==> src/rtl/tpu_pkg.sv <==
// Shared definitions for the unified-buffer read path feeding the 2x2 systolic array.
// Latency: n/a (package only).
// Backpressure: n/a (package only).
//
// Contents: default bus widths, FSM state encodings, beat count of one skewed tile,
// and a small helper that identifies the final beat.
package tpu_pkg;

   localparam int TPU_DATA_W = 32;
   localparam int TPU_ADDR_W = 13;

   // Reader FSM states, kept as plain constants for legacy tool compatibility.
   typedef logic [1:0] state_t;
   localparam state_t ST_IDLE   = 2'd0;
   localparam state_t ST_REQ    = 2'd1;
   localparam state_t ST_CAPT   = 2'd2;
   localparam state_t ST_STREAM = 2'd3;

   // A 2x2 tile fed with one beat of diagonal skew occupies three beats.
   localparam int          NUM_BEATS = 3;
   localparam logic [1:0]  LAST_BEAT = 2'(NUM_BEATS - 1);

   function automatic logic is_last_beat(input logic [1:0] beat);
      return beat == LAST_BEAT;
   endfunction

endpackage

==> src/rtl/ub_skew_feeder.sv <==
// Holds a captured 2x2 tile and plays it into the array's two rows with a one-beat skew.
// Latency: beat0 registered on the edge that captures the tile; one beat per accepted edge.
// Backpressure: beats and done hold while i_advance is low; nothing moves without it.
//
// Ports:
//   clk, reset             clock, async active-low reset
//   i_load_tile            capture i_ub_out_* and present beat0 on the same edge
//   i_advance              move to the next beat (after the last beat: clear outputs)
//   i_ub_out_00..11        tile words a00, a01, a10, a11
//   o_act_row0/1, o_act_valid0/1, o_done   registered beat outputs
//   o_last_beat            the beat currently presented is the final one
module ub_skew_feeder
   import tpu_pkg::*;
#(
   parameter int DATA_W = TPU_DATA_W
) (
   input  logic              clk,
   input  logic              reset,
   input  logic              i_load_tile,
   input  logic              i_advance,
   input  logic [DATA_W-1:0] i_ub_out_00,
   input  logic [DATA_W-1:0] i_ub_out_01,
   input  logic [DATA_W-1:0] i_ub_out_10,
   input  logic [DATA_W-1:0] i_ub_out_11,
   output logic [DATA_W-1:0] o_act_row0,
   output logic [DATA_W-1:0] o_act_row1,
   output logic              o_act_valid0,
   output logic              o_act_valid1,
   output logic              o_done,
   output logic              o_last_beat
);

   logic [DATA_W-1:0] r_a00, r_a01, r_a10, r_a11;
   logic [1:0]        r_beat;
   logic [DATA_W-1:0] r_act_row0, r_act_row1;
   logic              r_act_valid0, r_act_valid1, r_done;

   logic [1:0]        w_sel;
   logic [DATA_W-1:0] w_a00, w_a01, w_a10, w_a11;
   logic [DATA_W-1:0] w_row0, w_row1;
   logic              w_v0, w_v1, w_done;

   // Pick the beat to present next and where its words come from. Beat0 is taken
   // straight from the buffer outputs because the tile registers fill on that same edge.
   // Advancing past the last beat selects index 3, which decodes to all-zero outputs.
   always_comb begin
      w_sel = r_beat + 2'd1;
      w_a00 = r_a00;
      w_a01 = r_a01;
      w_a10 = r_a10;
      w_a11 = r_a11;
      if (i_load_tile) begin
         w_sel = 2'd0;
         w_a00 = i_ub_out_00;
         w_a01 = i_ub_out_01;
         w_a10 = i_ub_out_10;
         w_a11 = i_ub_out_11;
      end

      w_row0 = '0;
      w_row1 = '0;
      w_v0   = 1'b0;
      w_v1   = 1'b0;
      w_done = 1'b0;
      case (w_sel)
         2'd0: begin
            w_row0 = w_a00;
            w_v0   = 1'b1;
         end
         2'd1: begin
            w_row0 = w_a01;
            w_v0   = 1'b1;
            w_row1 = w_a10;
            w_v1   = 1'b1;
         end
         2'd2: begin
            w_row1 = w_a11;
            w_v1   = 1'b1;
            w_done = 1'b1;
         end
         default: begin
         end
      endcase
   end

   always_ff @(posedge clk or negedge reset) begin
      if (!reset) begin
         r_a00        <= '0;
         r_a01        <= '0;
         r_a10        <= '0;
         r_a11        <= '0;
         r_beat       <= 2'd0;
         r_act_row0   <= '0;
         r_act_row1   <= '0;
         r_act_valid0 <= 1'b0;
         r_act_valid1 <= 1'b0;
         r_done       <= 1'b0;
      end else if (i_load_tile || i_advance) begin
         if (i_load_tile) begin
            r_a00 <= i_ub_out_00;
            r_a01 <= i_ub_out_01;
            r_a10 <= i_ub_out_10;
            r_a11 <= i_ub_out_11;
         end
         r_beat       <= (w_sel > LAST_BEAT) ? 2'd0 : w_sel;
         r_act_row0   <= w_row0;
         r_act_row1   <= w_row1;
         r_act_valid0 <= w_v0;
         r_act_valid1 <= w_v1;
         r_done       <= w_done;
      end
   end

   assign o_act_row0   = r_act_row0;
   assign o_act_row1   = r_act_row1;
   assign o_act_valid0 = r_act_valid0;
   assign o_act_valid1 = r_act_valid1;
   assign o_done       = r_done;
   assign o_last_beat  = is_last_beat(r_beat);

endmodule

==> src/rtl/ub_input_reader.sv <==
// Fetches one 2x2 activation tile from the unified buffer and streams it, skewed, into the array.
// Latency: start edge to first beat 2 edges; full fetch-and-stream 5 edges without stalls.
// Backpressure: array_stall freezes the stream (done included); request/capture cannot stall.
//
// Ports:
//   clk, reset                  clock, async active-low reset (aborts any operation)
//   start, base_addr            one-cycle command and tile address (ignored while busy)
//   array_stall                 array refuses the current beat
//   ub_addr, ub_load_input      read request to the unified buffer
//   ub_out_00..11               tile words returned one cycle after the request
//   act_row0/1, act_valid0/1    left-edge activations into array rows 0/1
//   busy, done                  operation in flight / last beat marker
module ub_input_reader
   import tpu_pkg::*;
#(
   parameter int DATA_W = TPU_DATA_W,
   parameter int ADDR_W = TPU_ADDR_W
) (
   input  logic              clk,
   input  logic              reset,
   input  logic              start,
   input  logic [ADDR_W-1:0] base_addr,
   input  logic              array_stall,
   output logic [ADDR_W-1:0] ub_addr,
   output logic              ub_load_input,
   input  logic [DATA_W-1:0] ub_out_00,
   input  logic [DATA_W-1:0] ub_out_01,
   input  logic [DATA_W-1:0] ub_out_10,
   input  logic [DATA_W-1:0] ub_out_11,
   output logic [DATA_W-1:0] act_row0,
   output logic [DATA_W-1:0] act_row1,
   output logic              act_valid0,
   output logic              act_valid1,
   output logic              busy,
   output logic              done
);

   state_t            r_state;
   logic [ADDR_W-1:0] r_ub_addr;
   logic              r_ub_load;
   logic              r_busy;

   logic              w_load_tile;
   logic              w_advance;
   logic              w_last_beat;

   // The buffer's read latency is fixed, so the capture edge is never stalled.
   assign w_load_tile = (r_state == ST_CAPT);
   assign w_advance   = (r_state == ST_STREAM) && !array_stall;

   always_ff @(posedge clk or negedge reset) begin
      if (!reset) begin
         r_state   <= ST_IDLE;
         r_ub_addr <= '0;
         r_ub_load <= 1'b0;
         r_busy    <= 1'b0;
      end else begin
         case (r_state)
            ST_IDLE: begin
               if (start) begin
                  r_ub_addr <= base_addr;
                  r_ub_load <= 1'b1;
                  r_busy    <= 1'b1;
                  r_state   <= ST_REQ;
               end
            end
            ST_REQ: begin
               r_ub_load <= 1'b0;
               r_state   <= ST_CAPT;
            end
            ST_CAPT: begin
               r_state <= ST_STREAM;
            end
            ST_STREAM: begin
               if (w_advance && w_last_beat) begin
                  r_busy  <= 1'b0;
                  r_state <= ST_IDLE;
               end
            end
            default: begin
               r_ub_load <= 1'b0;
               r_busy    <= 1'b0;
               r_state   <= ST_IDLE;
            end
         endcase
      end
   end

   ub_skew_feeder #(
      .DATA_W (DATA_W)
   ) u_feeder (
      .clk          (clk),
      .reset        (reset),
      .i_load_tile  (w_load_tile),
      .i_advance    (w_advance),
      .i_ub_out_00  (ub_out_00),
      .i_ub_out_01  (ub_out_01),
      .i_ub_out_10  (ub_out_10),
      .i_ub_out_11  (ub_out_11),
      .o_act_row0   (act_row0),
      .o_act_row1   (act_row1),
      .o_act_valid0 (act_valid0),
      .o_act_valid1 (act_valid1),
      .o_done       (done),
      .o_last_beat  (w_last_beat)
   );

   assign ub_addr       = r_ub_addr;
   assign ub_load_input = r_ub_load;
   assign busy          = r_busy;

endmodule

==> config.mk <==
export PLATFORM = sky130hd
export DESIGN_NAME = ub_input_reader
export DESIGN_NICKNAME = d
export VERILOG_FILES = /design/src/rtl/tpu_pkg.sv /design/src/rtl/ub_skew_feeder.sv /design/src/rtl/ub_input_reader.sv
export SDC_FILE = /design/constraint.sdc
export NUM_CORES = 1
export LEC_CHECK = 0
export BUFFER_PORTS_ARGS = -buffer_cell sky130_fd_sc_hd__buf_2
export CAP_MARGIN = 10
export CORE_MARGIN = 2
export CORE_UTILIZATION = 42
export CTS_BUF_LIST = sky130_fd_sc_hd__clkbuf_4
export CTS_CLUSTER_DIAMETER = 60
export CTS_CLUSTER_SIZE = 24
export DETAILED_ROUTE_END_ITERATION = 10
export PLACE_DENSITY = 0.65
export SLEW_MARGIN = 30
export SYNTH_ARGS = -nofsm -noshare
export SYNTH_HDL_FRONTEND = slang
export SYNTH_SLANG_ARGS = --single-unit
==> constraint.sdc <==
create_clock -name clk -period 3.35 [get_ports clk]
set_input_delay 0.5025 -clock clk [delete_from_list [all_inputs] [get_ports clk]]
set_output_delay 0.5025 -clock clk [all_outputs]
set_load 0.05 [all_outputs]
Word level (Yosys, flattened, before mapping):

Cells that the tools add are included.

* bits in registers: 214
* bits of input ports: 145
* word-level logic and storage cells: 56

* $add $sub $neg: 1
* $lt $le $gt $ge: 1
* equal/unequal tests: 8
* muxes and demuxes: 18
* reductions and logical operators: 14

Operators with widths (count)
* 32-bit two-way mux: 4
* 32-bit case mux with 2 select lines: 2
* 2-bit == test, second input constant: 4
* 2-bit two-way mux: 4
* 2-bit case mux with 4 select lines: 1
* 2-bit AND reduction: 3
* 1-bit two-way mux: 5
* 2-bit by 1-bit == test with 1-bit output, second input constant: 2
* 2-bit zero test: 2
* 1-bit case mux with 2 select lines: 2
* 2-bit nonzero test: 2
* 2-bit OR reduction: 2
* 3-bit AND reduction: 1
* 2-bit by 1-bit adder with 2-bit output, second input constant: 1
* 2-bit greater-than comparator, second input constant: 1
* 1-bit logical AND: 2
* 2-bit by 1-bit != test with 1-bit output, second input constant: 1
* 2-bit != test, second input constant: 1
* 1-bit zero test: 1
* 1-bit logical OR: 1

Longest topological paths before layout:

Gate-level depths: netlist of the first run.

* depth after elaboration: 5
* gate-level depth with buffers: 9

Cells and area by module:

A second synthesis of the first run with hierarchy kept.

* cell total of the unflattened synthesis: 629
* area total of the unflattened synthesis: 8710.9 um2

Modules (own cells, without submodules)
* ub_skew_feeder: times used 1, cells an instance 576, area each 7908.8 um2
* ub_input_reader: times used 1, cells an instance 53, area each 802.0 um2

Worst setup path before layout of the first run:

No wires, ideal clock.

* path type: reg-to-reg
* start point: register, netlist name u_feeder.o_done
* end point: register u_feeder.r_act_row1[10] (netlist: u_feeder.o_act_row1[10])
* arrival time: 1.741 ns
* required time: 3.214 ns
* path slack: 1.473 ns
* stages on the path, launching flop included: 7
* buffers on the path: 2
* period minus slack after synthesis: 1.877 ns
* cells stage by stage: dfrtp_1 > ha_1 > nor2b_1 > buf_6 > buf_4 > a221oi_1 > nor3_1

RTL lines
* end signal: assignment: RTL line ub_skew_feeder.sv:107 `r_act_row1 <= w_row1;`
* end: declaration: RTL line ub_skew_feeder.sv:35 `logic [DATA_W-1:0] r_act_row0, r_act_row1;`

Worst setup path after layout of the first run:

* start point: register r_state[1]
* end point: register u_feeder.r_act_row1[30] (netlist: u_feeder.o_act_row1[30])

* word-level cells in the longest chain between the ends: 4
* elaborated cells between the ends (all ways): 10
* classes of those cells: eq/ne (4); mux (4); reduce/logical (2)

Ends and longest elaborated chain
* start: declaration: RTL line ub_input_reader.sv:38 `state_t r_state;`
* start signal: assignment: RTL line ub_input_reader.sv:53 `r_state <= ST_IDLE;`
* start signal: assignment: RTL line ub_input_reader.sv:64 `r_state <= ST_REQ;`
* start signal: assignment: RTL line ub_input_reader.sv:69 `r_state <= ST_CAPT;`
* 2-bit == test: RTL line ub_input_reader.sv:48 `assign w_load_tile = (r_state == ST_CAPT);`
* 2-bit two-way mux: RTL line ub_skew_feeder.sv:52 `if (i_load_tile) begin`
* 2-bit == test / 2-bit by 1-bit == test with 1-bit output (equally long branches): RTL line ub_skew_feeder.sv:65 `case (w_sel)`
* 32-bit case mux with 2 select lines: RTL line ub_skew_feeder.sv:65

Several ways; a longest one is shown, not always the timed one.
A chain may end at the register's enable or synchronous reset.

==> impl_metrics.env, run 1 <==
export IMPL_status="complete, no violations"
export IMPL_grt_first_pass_wirelength_um=35800
export IMPL_power_density_nw_per_um2=1040
export IMPL_r2r_end="u_feeder.o_act_row1[30]"
export IMPL_hold_path_end="u_feeder.r_a10[12]"
export IMPL_critPathLaunchType="register"
export IMPL_worst_pin_slew_ns=0.842
export IMPL_relSlewSlack_pct=43.8
export IMPL_grt_start_max_net_pins=156
export IMPL_synth_edf_count=0
export IMPL_synth_cell_types=26
export IMPL_antenna_found_initial=1
export IMPL_final_cells=1256
export IMPL_hp_class="primary input to register"
export IMPL_root_buffer="clkbuf_4"
export IMPL_reg2reg_from="r_state[1]"
export IMPL_drive_above_1_share_pct=50.3
export IMPL_ir_worst_vdd_mv=0.618
export IMPL_avgRoutedWirePerCell_um=17.6
export IMPL_worst_setup_path_type="register to register"
export IMPL_place_area_um2=10600
export IMPL_routed_wl_um=22100
export IMPL_layout_commonest_cell="buf_2"
export IMPL_synthFlopType="dfrtp_1"
export IMPL_synth_avg_cell_area_um2=13.9
export IMPL_synth_area_um2=9320
export IMPL_ant_nets=0
export IMPL_drt_iter0_drc=318
export IMPL_r2r_slack_ns=1.28
export IMPL_nets=1110
export IMPL_clock_skew_ns=0.0662
export IMPL_cts_htree_levels=1
export IMPL_via_count=6421
export IMPL_fill_cells=1870
export IMPL_totalPowerFinal_mw=12.2
export IMPL_core_area_um2=21800
export IMPL_clk_pin_slew_ns=0.15
export IMPL_hpwl_um=13900
export IMPL_worstPathRequired_ns=3.92
export IMPL_crit_path_max_fanout=23
export IMPL_drcViolationCount=0
export IMPL_placed_cells=1136
export IMPL_ys_warn_count=0
export IMPL_period_share_pct=61.9
export IMPL_layout_setup_ws_ns=1.28
export IMPL_die_x_um=153
export IMPL_syn_to_final_growth_pct=26.7
export IMPL_rows=54
export IMPL_min_delay_path_depth=2
export IMPL_setup_violations_final=0
export IMPL_final_cell_area_um2=11800
export IMPL_drv_cap=0
export IMPL_portBuffers=226
export IMPL_ios=227
export IMPL_mostFrequentLayoutCells="buf_2 (225), dfrtp_1 (212), mux2_2 (146)"
export IMPL_die_y_um=153
export IMPL_leakagePower_nw=5.42
export IMPL_clockBufferDepth=3
export IMPL_rsz0062_at_grt="false"
export IMPL_hold_path_startpoint="ub_out_10[12]"
export IMPL_gp_congestion=0.734
export IMPL_cts_buffers=22
export IMPL_critPathCaptureType="register"
export IMPL_viasPerCell=5.11
export IMPL_cts_sinks=213
export IMPL_async_reset_ff_share_pct=100
export IMPL_grt_pass1_vias=6773
export IMPL_ys_seq_elements=213
export IMPL_rr_worst_depth=5
export IMPL_clk_latency_ns=0.69
export IMPL_first_pass_iters=4
export IMPL_grt_usage_pct=18.6
export IMPL_start_util_pct=42.7
export IMPL_die_area_um2=23400
export IMPL_cts_resized=0
export IMPL_min_period_ns=2.07
export IMPL_ys_seq_area_share_pct=57.2
export IMPL_cts_tree="built"
export IMPL_dp_slack_ns=1.32
export IMPL_synthesis_nets=822
export IMPL_tns_ns=0
export IMPL_cp_arrival_ns=2.64
export IMPL_hold_viol=0
export IMPL_final_max_slew_violation_count=0
export IMPL_netlist_instances=671
export IMPL_grt_ovfl_total=0
export IMPL_max_freq_ghz=0.482
## worst max path at each step
stage | from | endpoint | slack (ns) | cells past startpoint
3_3_place_gp | u_feeder.r_beat[0] | u_feeder.o_act_row1[13] | 1.29 | 5
3_5_place_dp | u_feeder.r_beat[0] | u_feeder.o_act_row1[15] | 1.32 | 5
2_1_floorplan | u_feeder.o_done | u_feeder.o_act_row1[10] | 1.47 | 6
6_report | r_state[1] | u_feeder.o_act_row1[30] | 1.28 | 5
4_1_cts | u_feeder.r_beat[0] | u_feeder.o_act_row1[15] | 1.26 | 5
5_1_grt | r_state[1] | u_feeder.o_act_row1[30] | 1.07 | 5
## power by group
group,switching [mW],internal (mW)
registers,0.694,3.83
clock network,1.02,0.577
logic,3.55,2.56
total,5.26,6.96
## logic make-up (layout without fill, tap and decap cells)
family	count (synthesis)	in the layout	synth area share, %
compound gates	104	104	10.2
simple gates	83	83	4.24
other cells	0	1	0
flops	213	213	57.2
buf+inv	90	394	5.29
mux	175	175	22.3
fa+ha+maj	6	6	0.806
## synth_stat cells, types with 3 or more instances
cell      instances  area, um2
ha_1              6       75.1
o21ai_0           3       15.0
mux2_4           28        420
a221oi_2         30        450
a221oi_1         33        289
nor2b_1           3       18.8
buf_2            31        155
buf_6            12        135
inv_1            35        131
buf_4             7       52.6
dfrtp_1         213       5330
clkbuf_1          3       11.3
nor2_1           33        124
nand2_1           6       22.5
a21oi_1          37        185
nor3_1           33        165
mux2_2          146       1640
## metrics by stage
step	hold slack (ns)	util (%)
after floorplan	0.207	-
after global placement	0.447	48.6
after detailed placement	0.451	48.7
after CTS	0.000197	54.1
after global routing	0.00610	54.1
final	0.0624	54.1
## area by class of cell
class / count / area (um2) / area share [%]
Clock inverter: 16 / 198 / 1.68
Clock buffer: 24 / 180 / 1.53
Antenna cell: 1 / 2.50 / 0.0212
Multi-Input combinational cell: 368 / 3520 / 29.8
Inverter: 35 / 131 / 1.11
Tap cell: 280 / 350 / 2.97
Timing Repair Buffer: 319 / 2090 / 17.7
Sequential cell: 213 / 5330 / 45.2
## timing repair
| action | 4_1_cts | 5_1_grt |
|---|---|---|
| hold endpoints to repair | 132 | 0 |
| setup buffers | 0 | 0 |
| hold buffers | 79 | 0 |
## routing by layer
layer | vias up | wire, um | global-route usage, %
li1 | 3005 | - | -
met1 | 3161 | 9480 | 24.5
met2 | 220 | 10500 | 30.8
met3 | 35 | 1700 | 5.16
met4 | 0 | 463 | 4.32
met5 | - | 0 | 0
## flip-flops by register name (all words and copies together) (netlist names), 2 cells and up
signal               flops
r_state                  2
u_feeder.o_act_row0     32
u_feeder.o_act_row1     32
u_feeder.r_a00          32
u_feeder.r_a01          32
u_feeder.r_a10          32
u_feeder.r_a11          32
ub_addr                 13
## critical path, stage by stage, from the launching register on
cell      delay [ns]
dfrtp_1         0.44
ha_1            0.28
nor2b_2         0.57
buf_4           0.40
nand4b_1        0.15
nand3_1         0.11
Power figures use the tool's default switching activity.
==> run 2: changes to the inputs <==
--- a/config.mk
+++ b/config.mk
@@ -5,6 +5,7 @@
 export SDC_FILE = /design/constraint.sdc
 export NUM_CORES = 1
 export LEC_CHECK = 0
+export ABC_AREA = 1
 export BUFFER_PORTS_ARGS = -buffer_cell sky130_fd_sc_hd__buf_2
 export CAP_MARGIN = 10
 export CORE_MARGIN = 2
==> constraint.sdc (replaced) <==
create_clock -name clk -period 2.15 [get_ports clk]
set_input_delay 0.3225 -clock clk [delete_from_list [all_inputs] [get_ports clk]]
set_output_delay 0.3225 -clock clk [all_outputs]
set_load 0.05 [all_outputs]
==> impl_metrics.env, run 2 <==
export IMPL_reg2reg_from="r_state[0]"
export IMPL_ys_warn_count=0
export IMPL_die_x_um=151
export IMPL_synth_commonest_cells="nand2_1 (815), dfrtp_1 (213), buf_6 (19)"
export IMPL_rsz0062_at_grt="false"
export IMPL_clock_skew_ns=0.0363
export IMPL_worst_setup_path_type="register to register"
export IMPL_hpwl_um=14700
export IMPL_synth_avg_cell_area_um2=8.04
export IMPL_synth_top_area_share_pct=58.8
export IMPL_hp_class="primary input to register"
export IMPL_routed_wl_um=25200
export IMPL_clk_pin_slew_ns=0.21
export IMPL_clk_latency_ns=0.64
export IMPL_min_period_ns=1.89
export IMPL_avgRoutedWirePerCell_um=14.3
export IMPL_synth_area_um2=9070
export IMPL_root_buffer="clkbuf_4"
export IMPL_core_area_um2=21100
export IMPL_viasPerCell=4.63
export IMPL_via_count=8160
export IMPL_cts_tree="built"
export IMPL_grt_start_max_net_pins=74
export IMPL_netlist_instances=1127
export IMPL_cp_arrival_ns=2.47
export IMPL_top_layer_used="met4"
export IMPL_worst_pin_slew_ns=0.593
export IMPL_clockBufferDepth=3
export IMPL_layout_commonest_cell="nand2_1"
export IMPL_wl_met3_um=1250
export IMPL_grt_pass1_vias=8173
export IMPL_die_y_um=151
export IMPL_cpMaxStageDelayCell="buf_4"
export IMPL_setup_violations_final=0
export IMPL_hold_path_startpoint="array_stall"
export IMPL_fill_cells=1881
export IMPL_synth_most_common_cell="nand2_1"
export IMPL_cts_htree_levels=1
export IMPL_slowest_delay_ns=0.50
export IMPL_relSlewSlack_pct=60.5
export IMPL_final_util_pct=57.5
export IMPL_start_util_pct=43.0
export IMPL_dp_slack_ns=0.160
export IMPL_critPathLaunchType="register"
export IMPL_synthesis_nets=1278
export IMPL_grt_ovfl_total=0
export IMPL_cp_startpoint="r_state[0]"
export IMPL_synth_edf_count=0
export IMPL_status="complete, no violations"
export IMPL_yosys_area_top_type="dfrtp_1"
export IMPL_antenna_found_initial=2
export IMPL_synthFlopType="dfrtp_1"
export IMPL_cp_cell_sequence="inv_1, ha_4, buf_4, nand2_1, nand2_1, nand2_1, nand2_1, nand2_1, nand2_1"
export IMPL_totalPowerFinal_mw=18.6
export IMPL_critPathCaptureType="register"
export IMPL_crit_path_max_fanout=56
export IMPL_drt_iter0_drc=423
export IMPL_critPathBufInv=2
export IMPL_async_reset_ff_share_pct=100
export IMPL_drv_cap=0
export IMPL_worstPathRequired_ns=2.72
export IMPL_ir_worst_vdd_mv=0.855
export IMPL_leakagePower_nw=6.97
export IMPL_hold_viol=0
export IMPL_synth_area_leaders="dfrtp_1 (59%), nand2_1 (34%), buf_6 (2.4%)"
export IMPL_syn_to_final_growth_pct=33.8
export IMPL_final_max_slew_violation_count=0
export IMPL_rows=53
export IMPL_die_area_um2=22800
export IMPL_ys_seq_elements=213
export IMPL_tns_ns=0
export IMPL_mostFrequentLayoutCells="nand2_1 (815), buf_2 (225), dfrtp_1 (213)"
export IMPL_grt_usage_pct=22.1
export IMPL_gp_congestion=0.772
export IMPL_period_share_pct=88.1
export IMPL_power_density_nw_per_um2=1530
export IMPL_drcViolationCount=0
export IMPL_portBuffers=226
export IMPL_ant_nets=0
export IMPL_cts_sinks=213
export IMPL_wl_met1_um=11000
export IMPL_ys_seq_area_share_pct=58.8
export IMPL_synth_cell_types=20
export IMPL_cts_buffers=17
export IMPL_grt_first_pass_wirelength_um=40200
export IMPL_layout_setup_ws_ns=0.256
export IMPL_first_pass_iters=4
export IMPL_wl_met2_um=12000
export IMPL_nets=1627
export IMPL_drive_above_1_share_pct=19.0
export IMPL_ios=227
export IMPL_max_freq_ghz=0.528
export IMPL_cp_top_family="buffers and inverters"
export IMPL_cp_common_cell="nand2_1"
## run 2: final cells by class
class / count / area (um2) / area share (%)
multi-input cells: 844 / 3290 / 27.2
well taps: 275 / 344 / 2.84
inverters: 13 / 51.3 / 0.423
clock buffers: 18 / 135 / 1.11
diodes: 2 / 5.00 / 0.0413
flip-flops and latches: 213 / 5330 / 43.9
clock inverters: 11 / 151 / 1.25
repair buffers: 387 / 2820 / 23.2
## run 2: repair_timing
item | CTS | global route
buffers inserted | 0 | 0
setup endpoints to repair | 0 | 12
hold buffers | 143 | 0
hold endpoints to repair | 283 | 0
resized for setup | 0 | 1
## run 2: cells by family (layout without fill, tap and decap cells)
family	after synthesis	after routing	synth area share, %
AOI/OAI and AO/OA	10	10	0.593
and+or+nand+nor	827	828	34.5
DFF	213	213	58.8
buffers and inverters	71	429	5.27
other	0	2	0
adders and majority gates	6	6	0.828
## run 2: per-stage QoR
step | hold WS [ns] | instance area [um2] | instances
after detailed placement | 0.290 | 10400 | 1588
after global placement | 0.282 | 10400 | 1588
after floorplan | 0.0269 | 9070 | 1127
after global routing | 0.0372 | 12100 | 1763
final | 0.0668 | 12100 | 1763
after CTS | 0.0291 | 12100 | 1760
## run 2: worst register-to-register path: cells and delay by family, from the launching register on
family,cells,cell delay [ns]
and+or+nand+nor,6,0.53
adders and majority gates,1,0.21
buffers and inverters,2,0.66
DFF,1,0.45
## run 2: final timing paths
path / to / slack [ns] / cells past startpoint
max: u_feeder.o_act_row0[4] / 0.26 / 9
min: u_feeder.o_act_row1[13] / 0.07 / 4
max reg2reg: u_feeder.o_act_row0[4] / 0.26 / 9
min reg2reg: u_feeder.r_a10[6] / 0.49 / 2
max in group asynchronous: u_feeder.r_a00[30] / 1.24 / 3
min in group asynchronous: u_feeder.o_act_row1[15] / 0.15 / 2
## run 2: power breakdown
group,internal (mW),total (mW),switching (mW)
Clock,0.745,2.19,1.44
Sequential,5.79,6.43,0.638
Combinational,2.74,9.99,7.25
Total,9.28,18.6,9.33
## run 2: routing by layer
layer / up-vias / GRT usage (%)
met5: - / 0
met1: 3799 / 28.9
met4: 0 / 8.64
met2: 224 / 37.0
met3: 59 / 3.70
li1: 4078 / -
==> run 3: changes to the inputs <==
--- a/config.mk
+++ b/config.mk
@@ -9,12 +9,12 @@
 export BUFFER_PORTS_ARGS = -buffer_cell sky130_fd_sc_hd__buf_2
 export CAP_MARGIN = 10
 export CORE_MARGIN = 2
-export CORE_UTILIZATION = 42
+export CORE_UTILIZATION = 55
 export CTS_BUF_LIST = sky130_fd_sc_hd__clkbuf_4
 export CTS_CLUSTER_DIAMETER = 60
 export CTS_CLUSTER_SIZE = 24
 export DETAILED_ROUTE_END_ITERATION = 10
-export PLACE_DENSITY = 0.65
+export PLACE_DENSITY_LB_ADDON = 0.12
 export SLEW_MARGIN = 30
 export SYNTH_ARGS = -nofsm -noshare
 export SYNTH_HDL_FRONTEND = slang
==> impl_metrics.env, run 3 (synthesis gave the netlist of run 2 again) <==
export IMPL_critPathLaunchType="register"
export IMPL_first_pass_iters=5
export IMPL_critPathCaptureType="register"
export IMPL_start_util_pct=56.7
export IMPL_ios=227
export IMPL_grt_ovfl_total=0
export IMPL_portBuffers=226
export IMPL_die_x_um=132
export IMPL_worst_setup_path_type="register to register"
export IMPL_ir_worst_vdd_mv=1.10
export IMPL_final_cells=1698
export IMPL_root_buffer="clkbuf_4"
export IMPL_core_area_um2=16000
export IMPL_crit_path_max_fanout=27
export IMPL_routed_wl_um=24300
export IMPL_cp_arrival_ns=2.51
export IMPL_rows=46
export IMPL_max_freq_ghz=0.516
export IMPL_period_share_pct=90.2
export IMPL_via_count=8238
export IMPL_setup_violations_final=0
export IMPL_hp_class="primary input to register"
export IMPL_hold_viol=0
export IMPL_rsz0062_at_grt="false"
export IMPL_grt_start_max_net_pins=88
export IMPL_cpMaxStageDelayCell="dfrtp_1"
export IMPL_final_max_slew_violation_count=0
export IMPL_grt_usage_pct=27.9
export IMPL_drt_iter0_drc=583
export IMPL_antenna_found_initial=1
export IMPL_grt_pass1_vias=8154
export IMPL_syn_to_final_growth_pct=32.3
export IMPL_drive_above_1_share_pct=18.9
export IMPL_sequentialPowerShare_pct=35.1
export IMPL_dp_slack_ns=0.308
export IMPL_worst_pin_slew_ns=0.478
export IMPL_clock_skew_ns=0.0298
export IMPL_cp_common_cell="nand2_1"
export IMPL_cp_cell_sequence="inv_1, ha_4, nor2_1, nor2_2, buf_4, nand2_1, nand2_1, nand2_1, nand2_1"
export IMPL_cts_sinks=213
export IMPL_layout_setup_ws_ns=0.211
export IMPL_switchingPower_mw=9.07
export IMPL_comb_power_share_pct=53.7
export IMPL_clk_pin_slew_ns=0.22
export IMPL_power_density_nw_per_um2=1530
export IMPL_min_period_ns=1.94
export IMPL_cts_htree_levels=1
export IMPL_mostFrequentLayoutCells="nand2_1 (815), buf_2 (225), dfrtp_1 (213)"
export IMPL_tns_ns=0
export IMPL_clkPwrFrac_pct=11.2
export IMPL_hpwl_um=13700
export IMPL_nets=1623
export IMPL_relSlewSlack_pct=68.1
export IMPL_ant_nets=0
export IMPL_worstPathRequired_ns=2.72
export IMPL_avgRoutedWirePerCell_um=14.3
export IMPL_viasPerCell=4.85
export IMPL_layout_commonest_cell="nand2_1"
export IMPL_placed_cells=1530
export IMPL_clk_latency_ns=0.63
export IMPL_cp_top_family="simple AND/OR/NAND/NOR gates"
export IMPL_cts_tree="built"
export IMPL_die_area_um2=17500
export IMPL_status="complete, no violations"
export IMPL_drcViolationCount=0
export IMPL_cts_resized=0
export IMPL_critPathBufInv=2
export IMPL_p_int_mw=9.24
export IMPL_switching_share_pct=49.5
export IMPL_gp_congestion=0.778
export IMPL_grt_first_pass_wirelength_um=40000
export IMPL_cts_buffers=14
export IMPL_slowest_delay_ns=0.46
export IMPL_clockBufferDepth=3
export IMPL_drv_cap=0
export IMPL_leakagePower_nw=6.95
export IMPL_die_y_um=132
## run 3: path summary, 6_finish.rpt
kind | from | depth (start not counted) | slack, ns | endpoint
min in group asynchronous | reset | 2 | 0.17 | u_feeder.r_a11[20]
max in group asynchronous | reset | 3 | 1.29 | u_feeder.o_act_row0[18]
max | r_state[0] | 9 | 0.21 | u_feeder.o_act_row0[27]
min reg2reg | u_feeder.r_a01[6] | 2 | 0.50 | u_feeder.r_a01[6]
min | start | 6 | 0.09 | ub_load_input
max reg2reg | r_state[0] | 9 | 0.21 | u_feeder.o_act_row0[27]
## run 3: final cells by class
type | count | area, um2
clock inverter | 9 | 141
multi-input combinational | 843 | 3280
timing repair buffer | 387 | 2800
clock buffer | 15 | 113
tap | 216 | 270
inverter | 13 | 51.3
antenna | 2 | 5.00
fill | 1159 | 4010
sequential | 213 | 5330
## run 3: per-stage QoR
step | util (%) | total power [mW] | hold WS [ns] | area, um2
2_1_floorplan | - | 14.0 | 0.0269 | 9070
3_3_place_gp | 64.5 | 15.9 | 0.306 | 10300
3_5_place_dp | 64.5 | 16.1 | 0.306 | 10300
4_1_cts | 74.9 | 18.3 | 0.0516 | 12000
5_1_grt | 75.0 | 19.8 | 0.0778 | 12000
6_report | 75.0 | 18.3 | 0.0858 | 12000
## run 3: what timing repair did
action,in CTS,in global routing
hold endpoints to repair,246,0
buffers inserted,0,0
hold buffers,142,0
## run 3: worst reg2reg max path, delay by kind of cell (launching register included)
kind / cells / cell delay (ns)
fa+ha+maj: 1 / 0.21
simple gates: 6 / 0.66
buf+inv: 2 / 0.55
flops: 1 / 0.46
## run 3: routing by layer
metal	GRT usage (%)	part of all wire, %	up-vias
met3	4.19	6.2	65
li1	-	-	4069
met4	10.8	3.3	0
met2	44.8	47	318
met1	38.7	43	3786
met5	0	0	-
## run 3: power groups by stage
stage	clock network, mW	registers [mW]	logic, mW
floorplan	0	8.25	5.74
global placement	0	6.47	9.42
detailed placement	0	6.50	9.61
CTS	2.10	6.42	9.83
global route	2.22	6.60	11.0
finish	2.05	6.44	9.83
